<file path="src/rtl/arbitro_escritura.sv">
// arbitro_escritura: two-requester write-port arbiter/sequencer for the regfile.
// Define WB_BYPASS_EN to add combinational forwarding from buffers and output.
module arbitro_escritura #(
  parameter int ANCHO_DATO = 32,
  parameter int ANCHO_DIR  = 5
) (
  input  logic                    clk,
  input  logic                    rst_n,
  input  logic                    vld0,
  output logic                    rdy0,
  input  logic [ANCHO_DIR-1:0]    dir0,
  input  logic [ANCHO_DATO-1:0]   dato0,
  input  logic                    vld1,
  output logic                    rdy1,
  input  logic [ANCHO_DIR-1:0]    dir1,
  input  logic [ANCHO_DATO-1:0]   dato1,
  output logic [ANCHO_DIR-1:0]    diresc,
  output logic [ANCHO_DATO-1:0]   datoesc,
  output logic                    enesc,
  output logic [2**ANCHO_DIR-1:0] pendiente
`ifdef WB_BYPASS_EN
  ,
  input  logic [ANCHO_DIR-1:0]    dirlec1,
  input  logic [ANCHO_DIR-1:0]    dirlec2,
  output logic                    fwd1_vld,
  output logic                    fwd2_vld,
  output logic [ANCHO_DATO-1:0]   fwd1_dato,
  output logic [ANCHO_DATO-1:0]   fwd2_dato
`endif
);

  logic                  lleno0, lleno1;
  logic [ANCHO_DIR-1:0]  b0dir, b1dir;
  logic [ANCHO_DATO-1:0] b0dato, b1dato;
  logic                  difer, viejo, ptr;
  logic                  conc0, conc1;
  logic                  carga0, carga1;
  logic                  queda0, queda1;
  logic                  empate;

  // difer=0 means same age; ptr=1 means a tie goes to requester 1
  assign conc0 = lleno0 & (!lleno1 | (difer ? !viejo : !ptr));
  assign conc1 = lleno1 & (!lleno0 | (difer ? viejo : ptr));

  assign rdy0 = !lleno0 | conc0;
  assign rdy1 = !lleno1 | conc1;

  assign carga0 = vld0 & rdy0 & (dir0 != '0);
  assign carga1 = vld1 & rdy1 & (dir1 != '0);
  assign queda0 = lleno0 & !conc0;
  assign queda1 = lleno1 & !conc1;
  assign empate = lleno0 & lleno1 & !difer;

  always_ff @(posedge clk or negedge rst_n) begin
    if (!rst_n) begin
      lleno0  <= 1'b0;
      lleno1  <= 1'b0;
      b0dir   <= '0;
      b1dir   <= '0;
      b0dato  <= '0;
      b1dato  <= '0;
      difer   <= 1'b0;
      viejo   <= 1'b0;
      ptr     <= 1'b0;
      enesc   <= 1'b0;
      diresc  <= '0;
      datoesc <= '0;
    end else begin
      lleno0 <= queda0 | carga0;
      lleno1 <= queda1 | carga1;
      if (carga0) begin
        b0dir  <= dir0;
        b0dato <= dato0;
      end
      if (carga1) begin
        b1dir  <= dir1;
        b1dato <= dato1;
      end
      if (carga0 & carga1) begin
        difer <= 1'b0;
      end else if (carga0 & queda1) begin
        difer <= 1'b1;
        viejo <= 1'b1;
      end else if (carga1 & queda0) begin
        difer <= 1'b1;
        viejo <= 1'b0;
      end
      if (empate) ptr <= conc0;
      enesc <= conc0 | conc1;
      if (conc0) begin
        diresc  <= b0dir;
        datoesc <= b0dato;
      end else if (conc1) begin
        diresc  <= b1dir;
        datoesc <= b1dato;
      end
    end
  end

  always_comb begin
    pendiente = '0;
    if (lleno0) pendiente[b0dir] = 1'b1;
    if (lleno1) pendiente[b1dir] = 1'b1;
    if (enesc) pendiente[diresc] = 1'b1;
  end

`ifdef WB_BYPASS_EN
  logic                  joven;
  logic [ANCHO_DIR-1:0]  lec [2];
  logic                  fv [2];
  logic [ANCHO_DATO-1:0] fd [2];
  logic                  my, mo, ms;
  logic [ANCHO_DATO-1:0] dy, dv;

  // joven=1: buffer 1 holds the entry that reaches the port last
  assign joven  = difer ? !viejo : !ptr;
  assign lec[0] = dirlec1;
  assign lec[1] = dirlec2;

  always_comb begin
    my = 1'b0;
    mo = 1'b0;
    ms = 1'b0;
    dy = '0;
    dv = '0;
    for (int k = 0; k < 2; k++) begin
      fv[k] = 1'b0;
      fd[k] = '0;
      my = joven ? (lleno1 && lec[k] == b1dir) : (lleno0 && lec[k] == b0dir);
      mo = joven ? (lleno0 && lec[k] == b0dir) : (lleno1 && lec[k] == b1dir);
      ms = enesc && lec[k] == diresc;
      dy = joven ? b1dato : b0dato;
      dv = joven ? b0dato : b1dato;
      if (lec[k] != '0) begin
        if (my) begin
          fv[k] = 1'b1;
          fd[k] = dy;
        end else if (mo) begin
          fv[k] = 1'b1;
          fd[k] = dv;
        end else if (ms) begin
          fv[k] = 1'b1;
          fd[k] = datoesc;
        end
      end
    end
  end

  assign fwd1_vld  = fv[0];
  assign fwd2_vld  = fv[1];
  assign fwd1_dato = fd[0];
  assign fwd2_dato = fd[1];
`endif

endmodule

</file>
<file path="config.mk">
export PLATFORM = sky130hd
export DESIGN_NAME = arbitro_escritura
export DESIGN_NICKNAME = d
export VERILOG_FILES = /design/src/rtl/arbitro_escritura.sv
export SDC_FILE = /design/constraint.sdc
export NUM_CORES = 1
export LEC_CHECK = 0
export BUFFER_PORTS_ARGS = -buffer_cell sky130_fd_sc_hd__buf_2
export CAP_MARGIN = 20
export CORE_MARGIN = 4
export CORE_UTILIZATION = 42
export DETAILED_ROUTE_END_ITERATION = 16
export PLACE_DENSITY = 0.68
export SLEW_MARGIN = 20
export SYNTH_ARGS = -nofsm -noshare
export SYNTH_HDL_FRONTEND = slang
export SYNTH_SLANG_ARGS = --single-unit
</file>
<file path="constraint.sdc">
create_clock -name clk -period 3.99 [get_ports clk]
set_clock_uncertainty 0.05 [all_clocks]
set_input_delay 0.1995 -clock clk [delete_from_list [all_inputs] [get_ports clk]]
set_output_delay 0.1995 -clock clk [all_outputs]
set_load 0.02 [all_outputs]
</file>
==> results of run 1 <==
## sequential cells by signal, indices dropped and copies added (netlist names)
| signal | flops |
|---|---|
| lleno0 | 1 |
| datoesc | 32 |
| b1dato | 32 |
| enesc | 1 |
| b0dir | 5 |
| viejo | 1 |
| b1dir | 5 |
| lleno1 | 1 |
| difer | 1 |
| diresc | 5 |
| ptr | 1 |
| b0dato | 32 |
## layer usage
layer | up-vias | wire, um | GRT usage [%]
met5 | - | 0 | 0
met1 | 2285 | 6433 | 25.47
met3 | 21 | 1286 | 5.617
li1 | 2144 | - | -
met4 | 0 | 183 | 6.319
met2 | 222 | 7913 | 36.04
## final cells by class
cell class | instances | area (sq um) | share of cell area [%]
Antenna cell | 1 | 2.502 | 0.03236
Clock inverter | 10 | 130.1 | 1.683
Tap cell | 176 | 220.2 | 2.848
Clock buffer | 22 | 454.2 | 5.874
Timing Repair Buffer | 220 | 1449 | 18.74
Multi-Input combinational cell | 335 | 2530 | 32.72
Inverter | 5 | 18.77 | 0.2427
Sequential cell | 117 | 2928 | 37.86
## per-stage QoR
stage               instances  cell area, sq um  hold WS (ps)
floorplan                 493              5703        -146.1
global placement          788              6480         261.7
detailed placement        788              6480         277.8
CTS                       883              7695         1.310
global route              886              7732         3.212
finish                    886              7732         9.248
## kinds of logic (layout without fill, tap and decap cells)
group | after synthesis | in the layout | share of synthesized area [%]
AND/OR/NAND/NOR | 182 | 182 | 14.30
flip-flops | 117 | 117 | 51.34
AO/OA/AOI/OAI | 77 | 77 | 10.44
multiplexers | 75 | 75 | 18.67
buffers and inverters | 41 | 257 | 5.090
XOR/XNOR | 1 | 1 | 0.1536
other | 0 | 1 | 0
## layout by cell type, fill, tap and decap left out, types with 2 or more instances in the layout
master and instances:
bufinv_16 3, mux2_2 15, clkinv_2 5, dlygate4sd3_1 64
a21boi_4 2, nor3b_1 10, a22oi_1 64, nor3_1 3
inv_1 5, mux2_4 59, nor2_1 8, nand3_1 2
buf_4 7, a222oi_1 4, clkbuf_1 4, nor3b_2 2
clkbuf_16 17, nand2b_2 2, and3b_1 10, nand2_1 136
buf_2 148, and3_1 6, o21ai_2 2, clkinvlp_4 2
dfrtp_1 117
## what timing repair did
item / CTS / global route
endpoints found under the setup margin: 0 / 0
setup buffers: 0 / 0
hold buffers: 63 / 1
endpoints found under the hold margin: 122 / 1
## worst max path at each step
stage                                 end  cells past startpoint               from  slack, ps
global route        b0dato[6]$_DFFE_PN0P_                      7            dir0[1]        980
finish               b0dir[4]$_DFFE_PN0P_                      7            dir0[1]       1090
global placement    b0dato[6]$_DFFE_PN0P_                      6            dir0[1]       1360
floorplan           b0dato[0]$_DFFE_PN0P_                      6  difer$_DFFE_PN0P_       2130
CTS                 b0dato[6]$_DFFE_PN0P_                      7            dir0[1]       1100
detailed placement   b0dir[4]$_DFFE_PN0P_                      6            dir0[1]       1290
## report_power, final
| part | leakage [nW] | internal, mW | switching (mW) |
|---|---|---|---|
| clock | 0.284 | 0.992 | 0.504 |
| sequential | 1.38 | 1.65 | 0.417 |
| combinational | 2.31 | 0.959 | 1.28 |
| total | 3.97 | 3.60 | 2.20 |
## synth_stat cells (2+ instances only)
master	count	share of area (%)
a222oi_1	4	0.70
a22oi_1	64	8.4
and3_1	6	0.66
and3b_1	10	1.5
buf_12	6	2.1
buf_2	5	0.44
buf_6	3	0.59
clkbuf_1	20	1.3
dfrtp_1	117	51
inv_1	5	0.33
mux2_2	15	3.0
mux2_4	59	16
nand2_1	136	9.0
nand2b_1	2	0.22
nand3_1	2	0.18
nor2_1	9	0.59
nor3_1	3	0.26
nor3b_1	12	1.6
o21ai_2	2	0.31
==> reports/qor.csv, run 1 <==
stage,metric,value,unit
run_status,run status,"finished, final reports clean",
timing,minimum clock period,2899,ps
clocking,CTS Buf Count,17,
synth,post-synth net total,571,
global_route,Congestion Overflow GR,0,
timing,fin crit share,72.65,%
finish,nets,774,
synth,ys async rst share,100.0,%
min_path,hold path depth,2,
drt,WL/cell,17.85,um
timing,f_max,345.0,MHz
drt,TritonRoute pass-1 iters,6,
timing,Finish-stage setup viols,0,
drt,DR vias,4672,
finish,area growth from synthesis to layout,35.59,%
finish,Layout Utilization,58.16,%
worst_setup_path,worst endpoint data arrival time,3120,ps
worst_setup_path,Setup CP Type,in2reg,
worst_setup_path,Reg-to-Reg Start,difer$_DFFE_PN0P_,
place,post-DP HPWL,10.33,mm
synth,main flop type after synthesis,dfrtp_1,
floorplan,die area,15510,sq um
drt,DRC,0,
synth,Post-synth EDFFs,0,
place,Post-Place Worst Slack,1287,ps
synth,"Avg Cell Area, Syn",11.57,sq um
floorplan,core region area,13300,sq um
min_path,Min-Delay Path Class,in2reg,
min_path,min-delay src,dato0[21],
clocking,post-cts resize count,0,
synth,Synth Warn #,0,
clocking,CTS max path bufs,2,
global_route,total track usage,20.85,%
floorplan,Die Height,124.5,um
synth,synth unique cells,32,
worst_setup_path,"Req. time, crit path",4210,ps
drt,Via density,5.273,
timing,fin worst setup slack,1091,ps
worst_setup_path,Critical R2R Capture,b0dir[4]$_DFFE_PN0P_,
min_path,worst hold endpoint,b0dato[21]$_DFFE_PN0P_,
timing,Setup TNS,0,ps
global_route,first-pass GRT wire length,26.46,mm
global_route,vias in the first global route,5108,
floorplan,initial core utilization,42.89,%
clocking,"CTS clk-pin slew, worst paths",50,ps
clocking,Skew-Pair Late Insertion Delay,390,ps
worst_setup_path,worst-path fanout max,27,
pwr,PwrDens,750.6,nW/um^2
clocking,H-tree lvl count,4,
timing,worst-margin pin slew,1107,ps
worst_setup_path,WP buf/inv,3,
finish,share of layout cells above drive strength 1,37.80,%
worst_setup_path,FF-to-FF setup slack,1490,ps
place,gpl congestion,0.8575,
worst_setup_path,crit end category,flip-flop,
pwr,Peak supply drop,0.4165,mV
synth,Syn Std Cell Area,5703,sq um
place,PortBufs,149,
pwr,leakage,3.971,nW
floorplan,FP Rows,42,
global_route,initial antenna violation count,1,
worst_setup_path,critical path's slowest cell,nand2b_2,
worst_setup_path,CP Cell Sequence,dlygate4sd3_1 > buf_2 > or4_1 > o21ai_2 > nand2b_2 > buf_4 > mux2_4,
timing,unrepaired setup endpoints after global routing,no,
worst_setup_path,Worst path max stage delay,810,ps
run,Max Cap Viol,0,
timing,max_slew headroom,26.06,%
clocking,CTS tree,built,
drt,final WL,15.82,mm
drt,DRT iter0 DRCs,368,
clocking,CTS root buf,clkbuf_16,
pwr,PnR Total Power,5.804,mW
floorplan,Die X-Extent,124.5,um
drt,Final ANT Viol Nets,0,
synth,Post-Synthesis Cells,493,
synth,register area share after synthesis,51.34,%
global_route,largest net degree at the start of global routing,63,
worst_setup_path,Worst path top cell family by delay,simple AND/OR/NAND/NOR gates,
floorplan,# IOs,150,
finish,fill cell count,1085,
synth,"flops & latches, synth",117,
worst_setup_path,FF-to-FF path depth,5,
worst_setup_path,Setup crit start kind,input pin,
timing,Slew Limit Fails,0,
clocking,Sink Count,117,
timing,final hold violations,0,
Note: power is estimated with default switching activity, not from simulation.
==> inputs of run 2 (changes only) <==
--- a/config.mk
+++ b/config.mk
@@ -5,12 +5,13 @@
 export SDC_FILE = /design/constraint.sdc
 export NUM_CORES = 1
 export LEC_CHECK = 0
+export ABC_AREA = 1
 export BUFFER_PORTS_ARGS = -buffer_cell sky130_fd_sc_hd__buf_2
 export CAP_MARGIN = 20
 export CORE_MARGIN = 4
 export CORE_UTILIZATION = 42
 export DETAILED_ROUTE_END_ITERATION = 16
-export PLACE_DENSITY = 0.68
+export PLACE_DENSITY = 0.71
 export SLEW_MARGIN = 20
 export SYNTH_ARGS = -nofsm -noshare
 export SYNTH_HDL_FRONTEND = slang
==> constraint.sdc (replaced) <==
create_clock -name clk -period 2.66 [get_ports clk]
set_clock_uncertainty 0.05 [all_clocks]
set_input_delay 0.133 -clock clk [delete_from_list [all_inputs] [get_ports clk]]
set_output_delay 0.133 -clock clk [all_outputs]
set_load 0.02 [all_outputs]
==> run 2 against run 1 <==
Via count is 21% higher. Clock power is 60% higher. Sequential share of layout area is 0.19 points lower. Synthesized cell count is 38% higher.
==> reports/qor.csv, run 2 <==
stage,metric,value,unit
worst_setup_path,Reg-to-Reg Start,lleno1$_DFF_PN0_,
synth,"top cells by area, synth","dfrtp_1 54%, nand2_1 23%, nand3_1 8.8%",
min_path,Min-Delay Path Class,in2async,
clocking,CTS tree,built,
pwr,leakage,4.035,nW
drt,TritonRoute pass-1 iters,5,
place,PortBufs,149,
drt,DRT iter0 DRCs,482,
worst_setup_path,"Req. time, crit path",2480,ps
global_route,largest net degree at the start of global routing,48,
clocking,Setup Buffers After CTS,0,
synth,main flop type after synthesis,dfrtp_1,
clocking,Sink Count,117,
synth,register area share after synthesis,53.71,%
drt,DR vias,5672,
worst_setup_path,Critical R2R Capture,b0dato[6]$_DFFE_PN0P_,
timing,max_slew headroom,49.17,%
synth,Post-Synthesis Cells,679,
place,area post-placement,6384,sq um
worst_setup_path,worst endpoint data arrival time,1930,ps
timing,f_max,472.2,MHz
timing,unrepaired setup endpoints after global routing,no,
finish,most frequent cells in the layout,"331 x nand2_1, 148 x buf_2, 117 x dfrtp_1",
place,gpl congestion,0.9820,
synth,cell taking the most area after synthesis,dfrtp_1,
synth,post-synth net total,757,
finish,nets,985,
synth,Post-synth EDFFs,0,
run_status,run status,"finished, final reports clean",
synth,Yosys top cell area share,53.71,%
run,Max Cap Viol,0,
pwr,PnR Total Power,8.734,mW
pwr,PwrDens,1124,nW/um^2
floorplan,Die X-Extent,121.9,um
worst_setup_path,Setup CP Type,reg2out,
clocking,"CTS clk-pin slew, worst paths",50,ps
drt,WL/cell,15.65,um
worst_setup_path,Setup crit start kind,flip-flop,
clocking,CTS Buf Count,17,
timing,final hold violations,0,
floorplan,die area,14870,sq um
floorplan,core region area,12670,sq um
synth,Syn Std Cell Area,5451,sq um
synth,"flops & latches, synth",117,
worst_setup_path,CP Cell Sequence,nand3_1 > o221ai_1 > buf_2,
timing,fin crit share,79.62,%
worst_setup_path,crit end category,primary output,
timing,Finish-stage setup viols,0,
floorplan,# IOs,150,
drt,Final ANT Viol Nets,0,
clocking,H-tree lvl count,4,
finish,"Design Area, Final",7771,sq um
timing,worst-margin pin slew,761.3,ps
drt,Via density,5.194,
global_route,vias in the first global route,5522,
worst_setup_path,Worst path max stage delay,570,ps
pwr,Peak supply drop,0.4803,mV
drt,final WL,17.09,mm
finish,area growth from synthesis to layout,42.55,%
global_route,initial antenna violation count,0,
clocking,CTS root buf,clkbuf_16,
place,post-DP HPWL,10.93,mm
timing,Slew Limit Fails,0,
worst_setup_path,FF-to-FF path depth,7,
synth,"Avg Cell Area, Syn",8.029,sq um
clocking,CTS max path bufs,2,
finish,fill cell count,1139,
synth,most common cell in the synthesized netlist,nand2_1,
floorplan,FP Rows,41,
worst_setup_path,FF-to-FF setup slack,800,ps
global_route,total track usage,23.56,%
finish,share of layout cells above drive strength 1,22.07,%
synth,Synth Warn #,0,
global_route,Congestion Overflow GR,0,
timing,minimum clock period,2118,ps
global_route,first-pass GRT wire length,27.32,mm
finish,"leading cell type in the layout, fill and taps excluded",nand2_1,
timing,Setup TNS,0,ps
synth,synth cell count leaders,"331 x nand2_1, 117 x dfrtp_1, 96 x nand3_1",
synth,synth unique cells,20,
timing,hold_ws,241.4,ps
synth,ys async rst share,100.0,%
finish,diode count,0,
worst_setup_path,critical path's slowest cell,dfrtp_1,
finish,Regs by FF count,"b0dato (32), b1dato (32), datoesc (32)",
floorplan,initial core utilization,43.02,%
clocking,Skew-Pair Late Insertion Delay,410,ps
floorplan,Die Height,121.9,um
worst_setup_path,worst-path fanout max,9,
drt,DRC,0,
-- run 2: cell types whose count changed after synthesis, moves of 12 or more --
cell      delta
buf_2       +15
nand3_1     +94
clkbuf_1    -17
mux2_2      -15
inv_1       +19
nand2_1    +195
a22oi_1     -64
o221ai_1    +27
nor3b_1     -12
mux2_4      -59
-- run 2: cells by family (layout without fill, tap and decap cells) --
group | count (synthesis) | after routing | synth area share (%)
DFF | 117 | 117 | 53.71
buffers and inverters | 58 | 299 | 5.072
and+or+nand+nor | 460 | 460 | 34.96
AOI/OAI and AO/OA | 44 | 44 | 6.266
-- run 2: where the power goes --
| group | total [mW] | switching, mW | leakage, nW | internal (mW) |
|---|---|---|---|---|
| Combinational | 3.34 | 2.27 | 2.30 | 1.07 |
| Clock | 2.40 | 0.791 | 0.304 | 1.61 |
| Sequential | 3.00 | 0.519 | 1.43 | 2.48 |
| Total | 8.73 | 3.58 | 4.04 | 5.15 |
-- run 2: timing repair --
item | in CTS | in global routing
hold endpoints to repair | 120 | 0
hold buffers | 77 | 0
resized for setup | 0 | 0
-- run 2: layer usage --
metal	GRT usage (%)	up-vias	wire, um
li1	-	2702	-
met1	30.11	2679	7154
met2	39.12	258	8339
met3	5.757	33	1263
met4	8.473	0	331
met5	0	-	0
-- run 2: final cells by class --
class                           instances  area (sq um)  share of cell area (%)
Tap cell                              172         215.2                   2.769
Timing Repair Buffer                  239          1642                   21.12
Clock buffer                           22         464.2                   5.973
Multi-Input combinational cell        504          2265                   29.14
Clock inverter                         10         152.6                   1.964
Inverter                               28         105.1                   1.352
Sequential cell                       117          2928                   37.68
-- run 2: critical path, delay by kind of cell, from the launching register on --
family	cells	cell delay (ps)
compound gates	1	360
buf+inv	1	220
flops	1	570
simple gates	1	370
-- run 2: through the flow --
stage	worst slack [ps]	util [%]	std cells
detailed placement	850.7	50.38	983
finish	542.0	61.33	1092
CTS	568.7	61.33	1092
global placement	882.4	50.38	983
global route	407.8	61.33	1092
floorplan	1193	-	679
-- run 2: how the worst max path moves through the flow --
stage | depth (start not counted) | slack, ps | end | start
final | 3 | 540 | pendiente[16] | lleno1$_DFF_PN0_
after global routing | 5 | 410 | pendiente[19] | lleno1$_DFF_PN0_
after CTS | 5 | 570 | pendiente[6] | lleno1$_DFF_PN0_
after detailed placement | 6 | 850 | b1dato[13]$_DFFE_PN0N_ | lleno1$_DFF_PN0_
after global placement | 7 | 880 | b0dato[17]$_DFFE_PN0P_ | lleno1$_DFF_PN0_
after floorplan | 10 | 1190 | difer$_DFFE_PN0P_ | lleno1$_DFF_PN0_
==> inputs of run 3 (changes only) <==
--- a/config.mk
+++ b/config.mk
@@ -5,13 +5,13 @@
 export SDC_FILE = /design/constraint.sdc
 export NUM_CORES = 1
 export LEC_CHECK = 0
-export ABC_AREA = 1
+export ABC_AREA = 0
 export BUFFER_PORTS_ARGS = -buffer_cell sky130_fd_sc_hd__buf_2
 export CAP_MARGIN = 20
 export CORE_MARGIN = 4
 export CORE_UTILIZATION = 42
 export DETAILED_ROUTE_END_ITERATION = 16
-export PLACE_DENSITY = 0.71
+export PLACE_DENSITY = 0.7
 export SLEW_MARGIN = 20
 export SYNTH_ARGS = -nofsm -noshare
 export SYNTH_HDL_FRONTEND = slang
==> constraint.sdc (replaced) <==
create_clock -name clk -period 1.7 [get_ports clk]
set_clock_uncertainty 0.05 [all_clocks]
set_input_delay 0.085 -clock clk [delete_from_list [all_inputs] [get_ports clk]]
set_output_delay 0.085 -clock clk [all_outputs]
set_load 0.02 [all_outputs]
==> run 3 against run 2 <==
Hold slack worse by 130 ps. Register-to-register slack got worse by 860 ps. Cell count decreased by 9.5%. Critical path type unchanged. Sequential power up 64%. Die area is 4.3% higher. Design area grew 20%. Critical path depth increased by 2. The run now ends with setup timing left. Core utilization up 8.7 points.
==> reports/qor.csv, run 3 (synthesized netlist as in run 1, its figures left out) <==
stage,metric,value,unit
global_route,Congestion Overflow GR,0,
run_status,run status,finished with violations,
global_route,largest net degree at the start of global routing,47,
clocking,CTS root buf,clkbuf_16,
timing,f_max,503.4,MHz
drt,WL/cell,19.47,um
pwr,Peak supply drop,0.9721,mV
place,post-DP HPWL,10.75,mm
timing,fin worst setup slack,-286.5,ps
pwr,Clock Power Share,23.2,%
worst_setup_path,worst-path fanout max,5,
pwr,combinational power share,46.5,%
clocking,Skew-Pair Late Insertion Delay,400,ps
drt,met3 WL post-DR,1.270,mm
timing,final hold violations,0,
run_status,violated checks,setup timing,
worst_setup_path,crit-path most repeated cell,buf_6,
drt,Via density,5.380,
floorplan,core region area,13300,sq um
timing,Finish-stage setup viols,67,
finish,Regs by FF count,"b0dato (32), b1dato (32), datoesc (32)",
worst_setup_path,Worst path max stage delay,450,ps
pwr,Psw,5.999,mW
global_route,vias in the first global route,5714,
run,Max Cap Viol,0,
pwr,PwrDens,1739,nW/um^2
drt,DRT iter0 DRCs,484,
pwr,leakage,4.665,nW
drt,M1 WL,7.525,mm
worst_setup_path,Setup crit start kind,flip-flop,
floorplan,initial core utilization,42.89,%
global_route,initial antenna violation count,3,
clocking,Sink Count,117,
drt,Final ANT Viol Nets,0,
floorplan,die area,15510,sq um
worst_setup_path,worst endpoint data arrival time,1850,ps
place,PortBufs,149,
floorplan,FP Rows,42,
drt,top sig layer,met5,
finish,nets,875,
clocking,CTS max path bufs,2,
worst_setup_path,"Req. time, crit path",1560,ps
place,gpl congestion,0.8774,
timing,Slew Limit Fails,0,
global_route,total track usage,23.32,%
timing,worst-margin pin slew,605.5,ps
timing,max_slew headroom,59.64,%
clocking,"CTS clk-pin slew, worst paths",50,ps
finish,Layout Utilization,70.06,%
finish,"leading cell type in the layout, fill and taps excluded",nand2_1,
worst_setup_path,CP Cell Sequence,buf_6 > and3b_2 > a222oi_1 > inv_1 > buf_6,
clocking,CTS Buf Count,17,
floorplan,Die Height,124.5,um
pwr,sequential power share,30.3,%
timing,minimum clock period,1987,ps
global_route,first-pass GRT wire length,29.37,mm
finish,share of layout cells above drive strength 1,52.47,%
place,Post-Place Worst Slack,-156.7,ps
worst_setup_path,Setup CP Type,reg2out,
pwr,sw frac,37.03,%
worst_setup_path,crit end category,primary output,
min_path,Min-Delay Path Class,in2reg,
worst_setup_path,critical path's slowest cell,dfrtp_2,
floorplan,Die X-Extent,124.5,um
floorplan,# IOs,150,
timing,unrepaired setup endpoints after global routing,yes,
timing,Setup TNS,-5919,ps
drt,final WL,19.23,mm
pwr,PnR Total Power,16.20,mW
drt,WL met2,9.769,mm
timing,fin crit share,116.9,%
finish,area growth from synthesis to layout,63.34,%
timing,hold_ws,115.0,ps
clocking,CTS tree,built,
finish,most frequent cells in the layout,"127 x nand2_1, 123 x buf_2, 101 x dfrtp_1",
clocking,H-tree lvl count,4,
drt,DRC,0,
pwr,Internal Power,10.20,mW
drt,TritonRoute pass-1 iters,5,
drt,DR vias,5315,
==> run 3: stage by stage <==
stage	cell area [sq um]	std cells
floorplan	5720	493
global placement	6820	816
detailed placement	6820	816
CTS	8823	960
global route	9315	988
finish	9315	988
==> run 3: metal layers <==
metal	vias up	GRT usage, %
met1	2595	27.82
met3	78	5.703
li1	2352	-
met4	2	8.833
met5	-	0
met2	288	40.65
==> run 3: path summary, 6_finish.rpt <==
kind / start / endpoint / slack [ps] / depth (start not counted)
max in group asynchronous: rst_n / b0dato[31]$_DFFE_PN0P_ / 670 / 3
max reg2reg: difer$_DFFE_PN0P_ / b1dato[1]$_DFFE_PN0N_ / -60 / 5
max: b1dir[3]$_DFFE_PN0N_ / pendiente[20] / -290 / 5
min in group asynchronous: rst_n / datoesc[5]$_DFFE_PN0P_ / 220 / 2
min: dir1[2] / lleno1$_DFF_PN0_ / 120 / 5
min reg2reg: b1dato[31]$_DFFE_PN0N_ / datoesc[31]$_DFFE_PN0P_ / 430 / 2
==> run 3: power groups by stage <==
stage                     Combinational (mW)  Clock [mW]  Sequential, mW
after floorplan                         3.41           0            4.98
after CTS                               6.59        3.79            4.85
after global placement                  5.38           0            4.79
after detailed placement                5.52           0            4.85
final                                   7.53        3.77            4.91
after global routing                    7.97        3.92            5.04
==> run 3: final cells by class <==
| cell class | count | area (sq um) |
|---|---|---|
| sequential | 117 | 2948 |
| fill | 884 | 3980 |
| timing repair buffer | 321 | 2684 |
| clock buffer | 23 | 467.9 |
| multi-input combinational | 335 | 2821 |
| clock inverter | 9 | 150.1 |
| inverter | 5 | 18.77 |
| tap | 176 | 220.2 |
| antenna | 2 | 5.005 |
==> run 3: critical path: cells and delay by family, from the launching register on <==
family | cells | cell delay [ps]
DFF | 1 | 450
AOI/OAI and AO/OA | 1 | 360
and+or+nand+nor | 1 | 250
buffers and inverters | 3 | 390
==> run 3: what timing repair did <==
item	4_1_cts	5_1_grt
setup endpoints to repair	68	81
endpoints found under the hold margin	116	0
resized for setup	101	59
pin swaps	28	31
setup buffers	34	23
hold buffers	77	0
cloned	1	4
